`config.mk`:
```
export PLATFORM = sky130hd
export DESIGN_NAME = rob_arith_slice_flat
export DESIGN_NICKNAME = d
export VERILOG_FILES = /design/src/rtl/rob_arith_slice_pkg.sv /design/src/rtl/rob_arith_slice_if.sv /design/src/rtl/rob_arith_slice_down_counter.sv /design/src/rtl/rob_arith_slice.sv /design/src/flat_wrapper.sv
export SDC_FILE = /design/constraint.sdc
export NUM_CORES = 1
export LEC_CHECK = 0
export CAP_MARGIN = 20
export CORE_MARGIN = 10
export CORE_UTILIZATION = 38
export CTS_CLUSTER_DIAMETER = 60
export DETAILED_ROUTE_END_ITERATION = 7
export PLACE_DENSITY = 0.85
export SYNTH_ARGS = -nofsm -noshare
export SYNTH_HDL_FRONTEND = slang
export SYNTH_SLANG_ARGS = --single-unit
export TNS_END_PERCENT = 100
```
`constraint.sdc`:
```
create_clock -name clk -period 2.2 [get_ports clk]
set_clock_uncertainty 0.2 [all_clocks]
set_input_delay 0.22 -clock clk [delete_from_list [all_inputs] [get_ports clk]]
set_output_delay 0.22 -clock clk [all_outputs]
set_load 0.02 [all_outputs]
```
`src/rtl/rob_arith_slice_pkg.sv`:
```
// Shared constants for the Robertson multiplier arithmetic/control slice.
package rob_pkg;

  localparam int unsigned ROB_WIDTH     = 8;
  localparam int unsigned ROB_CNT_WIDTH = 3;

  typedef enum logic {
    OP_ADD = 1'b0,
    OP_SUB = 1'b1
  } op_e;

  localparam logic [ROB_CNT_WIDTH-1:0] CNT_INIT = '1;

endpackage

```
`src/rtl/rob_arith_slice_if.sv`:
```
// Signal bundle for the slice: add/sub operands, counter controls and mux paths.
interface rob_arith_slice_if
  import rob_pkg::*;
#(
  parameter int unsigned WIDTH     = ROB_WIDTH,
  parameter int unsigned CNT_WIDTH = ROB_CNT_WIDTH
);

  logic [WIDTH-1:0]     op_a;
  logic [WIDTH-1:0]     op_b;
  logic                 sub;
  logic [WIDTH-1:0]     alu_out;
  logic                 cnt_load;
  logic                 cnt_dec;
  logic [CNT_WIDTH-1:0] cnt_q;
  logic                 cnt_zero;
  logic [WIDTH-1:0]     mux_d0;
  logic [WIDTH-1:0]     mux_d1;
  logic                 mux_sel;
  logic [WIDTH-1:0]     mux_y;

  modport master (
    output op_a, op_b, sub, cnt_load, cnt_dec, mux_d0, mux_d1, mux_sel,
    input  alu_out, cnt_q, cnt_zero, mux_y
  );

  modport slave (
    input  op_a, op_b, sub, cnt_load, cnt_dec, mux_d0, mux_d1, mux_sel,
    output alu_out, cnt_q, cnt_zero, mux_y
  );

endinterface

```
`src/rtl/rob_arith_slice_down_counter.sv`:
```
// Iteration down-counter: load-to-all-ones has priority over decrement; wraps at zero.
module rob_down_counter #(
  parameter int unsigned CNT_WIDTH = 3
) (
  input  logic                 clk,
  input  logic                 reset,
  input  logic                 load,
  input  logic                 dec,
  output logic [CNT_WIDTH-1:0] q,
  output logic                 zero
);

  always_ff @(posedge clk or negedge reset) begin
    if (!reset) begin
      q <= '0;
    end else if (load) begin
      q <= '1;
    end else if (dec) begin
      q <= q - CNT_WIDTH'(1);
    end
  end

  assign zero = (q == '0);

endmodule

```
`src/rtl/rob_arith_slice.sv`:
```
// Robertson multiplier slice: registered add/sub, iteration counter and operand mux.
module rob_arith_slice
  import rob_pkg::*;
#(
  parameter int unsigned WIDTH     = ROB_WIDTH,
  parameter int unsigned CNT_WIDTH = ROB_CNT_WIDTH
) (
  input  logic             clk,
  input  logic             reset,
  rob_arith_slice_if.slave bus
);

  always_ff @(posedge clk or negedge reset) begin
    if (!reset) begin
      bus.alu_out <= '0;
    end else if (op_e'(bus.sub) == OP_SUB) begin
      bus.alu_out <= bus.op_a - bus.op_b;
    end else begin
      bus.alu_out <= bus.op_a + bus.op_b;
    end
  end

  rob_down_counter #(
    .CNT_WIDTH(CNT_WIDTH)
  ) u_counter (
    .clk  (clk),
    .reset(reset),
    .load (bus.cnt_load),
    .dec  (bus.cnt_dec),
    .q    (bus.cnt_q),
    .zero (bus.cnt_zero)
  );

  // Conditional operator kept so an unknown select propagates rather than being masked.
  assign bus.mux_y = bus.mux_sel ? bus.mux_d1 : bus.mux_d0;

endmodule

```
`src/flat_wrapper.sv`:
```
// flat-port wrapper written by rule: the top's interface ports become plain ports
module rob_arith_slice_flat import rob_pkg::*;
#(
  parameter int unsigned WIDTH     = ROB_WIDTH,
  parameter int unsigned CNT_WIDTH = ROB_CNT_WIDTH
)
  (clk, reset, bus_op_a, bus_op_b, bus_sub, bus_cnt_load, bus_cnt_dec, bus_mux_d0, bus_mux_d1, bus_mux_sel, bus_alu_out, bus_cnt_q, bus_cnt_zero, bus_mux_y);
  rob_arith_slice_if #(.WIDTH(WIDTH), .CNT_WIDTH(CNT_WIDTH)) bus_i ();
  input  logic clk;
  input  logic reset;
  input wire logic [$bits(bus_i.op_a)-1:0] bus_op_a;
  input wire logic [$bits(bus_i.op_b)-1:0] bus_op_b;
  input wire logic [$bits(bus_i.sub)-1:0] bus_sub;
  input wire logic [$bits(bus_i.cnt_load)-1:0] bus_cnt_load;
  input wire logic [$bits(bus_i.cnt_dec)-1:0] bus_cnt_dec;
  input wire logic [$bits(bus_i.mux_d0)-1:0] bus_mux_d0;
  input wire logic [$bits(bus_i.mux_d1)-1:0] bus_mux_d1;
  input wire logic [$bits(bus_i.mux_sel)-1:0] bus_mux_sel;
  output wire logic [$bits(bus_i.alu_out)-1:0] bus_alu_out;
  output wire logic [$bits(bus_i.cnt_q)-1:0] bus_cnt_q;
  output wire logic [$bits(bus_i.cnt_zero)-1:0] bus_cnt_zero;
  output wire logic [$bits(bus_i.mux_y)-1:0] bus_mux_y;
  assign bus_i.op_a = bus_op_a;
  assign bus_i.op_b = bus_op_b;
  assign bus_i.sub = bus_sub;
  assign bus_i.cnt_load = bus_cnt_load;
  assign bus_i.cnt_dec = bus_cnt_dec;
  assign bus_i.mux_d0 = bus_mux_d0;
  assign bus_i.mux_d1 = bus_mux_d1;
  assign bus_i.mux_sel = bus_mux_sel;
  assign bus_alu_out = bus_i.alu_out;
  assign bus_cnt_q = bus_i.cnt_q;
  assign bus_cnt_zero = bus_i.cnt_zero;
  assign bus_mux_y = bus_i.mux_y;
  rob_arith_slice #(.WIDTH(WIDTH), .CNT_WIDTH(CNT_WIDTH)) u_core (.clk(clk), .reset(reset), .bus(bus_i));
endmodule
```
==> results <==
## cell families after synthesis
| logic type | after synthesis | synth area share (%) |
|---|---|---|
| flops | 11 | 31.5 |
| fa+ha+maj | 11 | 16.6 |
| mux | 9 | 11.4 |
| simple gates | 19 | 10.0 |
| buf+inv | 14 | 6.01 |
| xor+xnor | 14 | 14.0 |
| compound gates | 13 | 10.4 |
## worst max-delay path by stage
stage | start | to | slack (ns) | cells past startpoint
2_1_floorplan | bus_sub | u_core.bus.alu_out[7] | 0.15 | 8
3_3_place_gp | bus_op_b[0] | u_core.bus.alu_out[7] | -0.45 | 10
3_5_place_dp | bus_op_b[0] | u_core.bus.alu_out[7] | -0.54 | 10
4_1_cts | bus_op_b[1] | u_core.bus.alu_out[7] | 0.01 | 10
5_1_grt | bus_op_b[1] | u_core.bus.alu_out[7] | -0.04 | 10
6_report | bus_mux_sel | bus_mux_y[4] | 0.05 | 4
## layer usage
layer  share of wire [%]  routed length [um]
met5                   0                   0
met4                0.31                   9
met3                  20                 588
met2                  48                1390
met1                  32                 917
## cell type report
class / count / area share (%)
clock buffers: 4 / 1.52
inverters: 12 / 2.61
multi-input cells: 66 / 34.4
flip-flops and latches: 11 / 16.0
well taps: 28 / 2.03
repair buffers: 80 / 43.5
## worst reg2reg max path: stages (launching register included)
cell and delay (ns):
dfrtp_1 0.38, inv_1 0.06, ha_1 0.20, ha_1 0.27, nand2_1 0.04, o21ai_0 0.07
nand2b_1 0.07
## cell usage in the layout, fill, tap and decap left out, types with 4 or more instances in the layout
| cell type | n |
|---|---|
| buf_4 | 23 |
| clkdlybuf4s50_1 | 50 |
| ha_1 | 9 |
| inv_1 | 11 |
| mux2_2 | 8 |
| xnor2_1 | 12 |
| dlymetal6s2s_1 | 4 |
| dfrtp_1 | 11 |
| nor2_1 | 7 |
## flip-flops by register name, summed over array words and instances (netlist names)
register and cells:
u_core.bus.alu_out 8, u_core.u_counter.q 3
## synth_stat cells
library cell,count
inv_1,12
xnor2_1,12
dfrtp_1,11
ha_1,10
mux2_2,8
nor2_1,7
a21oi_1,3
a31oi_1,3
nand2_1,3
nand2b_1,3
nor3_1,3
clkbuf_1,2
nand3_1,2
o21ai_0,2
xor2_1,2
a21o_1,1
fa_1,1
mux2i_1,1
nor2b_1,1
o2111ai_1,1
o21a_1,1
o21bai_1,1
o41ai_2,1
## per-stage QoR
stage / setup TNS (ns) / std cells / instance area, um^2 / hold slack (ns)
floorplan: 0 / 91 / 875 / -0.276
global placement: -1.49 / 193 / 1620 / 0.319
detailed placement: -1.90 / 193 / 1620 / 0.326
CTS: 0 / 199 / 1680 / 0.0934
global route: -0.0359 / 201 / 1720 / 0.120
finish: 0 / 201 / 1720 / 0.0822
## power by group through the flow
stage	Combinational, mW	Clock [mW]	Sequential, mW
floorplan	0.167	0	0.329
global placement	0.485	0	0.266
detailed placement	0.500	0	0.267
CTS	0.514	0.127	0.263
global route	0.570	0.141	0.266
finish	0.525	0.123	0.262
## timing repair
item	in CTS	in global routing
buffers inserted	2	2
pin swaps	7	8
endpoints found under the hold margin	0	0
endpoints found under the setup margin	3	6
gates resized for setup	8	8
==> impl_metrics.tcl <==
set metrics [dict create \
    p_leak_nw 0.809 \
    die_area_mm2 0.00462 \
    clockRootBuffer "clkbuf_4" \
    io_pins 58 \
    overflow 0 \
    yosys-top-cells-area "dfrtp_1 31%, ha_1 14%, xnor2_1 12%" \
    reg2reg_from "u_core.u_counter.q[0]" \
    hp-class "primary input to asynchronous set/reset pin" \
    crit_buf_inv 3 \
    grtUsageTotal_pct 12.5 \
    yosysTopAreaCell "dfrtp_1" \
    cts_tree "done" \
    clk_pin_slew_ns 0.06 \
    power_per_cell_area_mw_per_mm2 528 \
    grt_busiest_layer "met2" \
    final_core_util_pct 77.9 \
    multiInputGateArea_um2 593 \
    power_switching_mw 0.295 \
    yosysTopAreaCellShare_pct 31.5 \
    met1_usage_pct 9.74 \
    vdd_drop_max_mv 0.365 \
    setup_ws_ns 0.0487 \
    ys_warn_count 0 \
    ant_nets 0 \
    cts.sinks 11 \
    rsz0062_at_grt "true" \
    drt-total-wl_mm 2.90 \
    clockPowerShare_pct 13.5 \
    postCtsHoldBufs 0 \
    routed_via_density 4.70 \
    reg2reg_to "u_core.u_counter.q[2]" \
    wl_per_cell_um 14.4 \
    cp_top_family "buffers and inverters" \
    fp.dieH_um 68.0 \
    cts_made_buffers 3 \
    synth.distinct_cells 23 \
    nNetsFinal 223 \
    power.total_mw 0.910 \
    clock_latency_ns 0.25 \
    synth.avg_cell_area_um2 9.61 \
    htree_levels 1 \
    core_mm2 0.00221 \
    drv_slew 0 \
    slew_headroom_pct 69.8 \
    maxCapViolCount 0 \
    yosysSeqAreaShare_pct 31.5 \
    p_seq_share_pct 28.8 \
    diodes 0 \
    cp_max_fo 8 \
    drtIter0Drc 21 \
    grt_pass1_wl_mm 4.41 \
    synthToLayoutAreaGrowth_pct 97.1 \
    ys_seq_elements 11 \
    crit_top_cell "clkdlybuf4s50_1" \
    dr.pass1.iters 4 \
    die_w_um 68.0 \
    vias 944 \
    grt_util_met3_pct 11.7 \
    r2r_slack_ns 0.79 \
    startpoint_type "primary input" \
    row_count 17 \
    grt_start_max_net_pins 12 \
    synth_area_um2 875 \
    crit_chain "clkdlybuf4s50_1, buf_4, mux2_2, clkdlybuf4s50_1" \
    cpPeakStageDelay_ns 0.56 \
    initial_core_util_pct 39.5 \
    antenna_found_initial 0 \
    p_sw_share_pct 32.4 \
    fill_cells 159 \
    worstSetupPathType "primary input to output port" \
    end_kind "output port" \
    place_congestion 0.830 \
    drive_gt1_share_pct 24.9 \
    drc 0 \
    cp_data_arrival_time_ns 1.73 \
    period_needed_ns 2.15 \
    port_buffers 57 \
    clockBufferDepth 2 \
    grt.met2_usage_pct 21.7 \
    internal-power_mw 0.615 \
    rr_worst_depth 6 \
    finalHoldViolCount 0 \
    outcome "finished clean" \
    min_period_over_period_pct 97.8 \
    p_comb_share_pct 57.7 \
    place_worst_setup_slack_ns -0.542 \
    synthCells 91 \
    finalSetupViolations 0 \
    fmax_mhz 465 \
    tightest_slew_ns 0.451 \
    crit_slowest_cell "clkdlybuf4s50_1" \
    grt_pass1_vias 1062 \
    seq_area_um2 275 \
    hpwl_mm 2.60 \
    syn_nets 140 \
    required_ns 1.78 \
]
No activity file was read; power rests on OpenSTA's default activity.
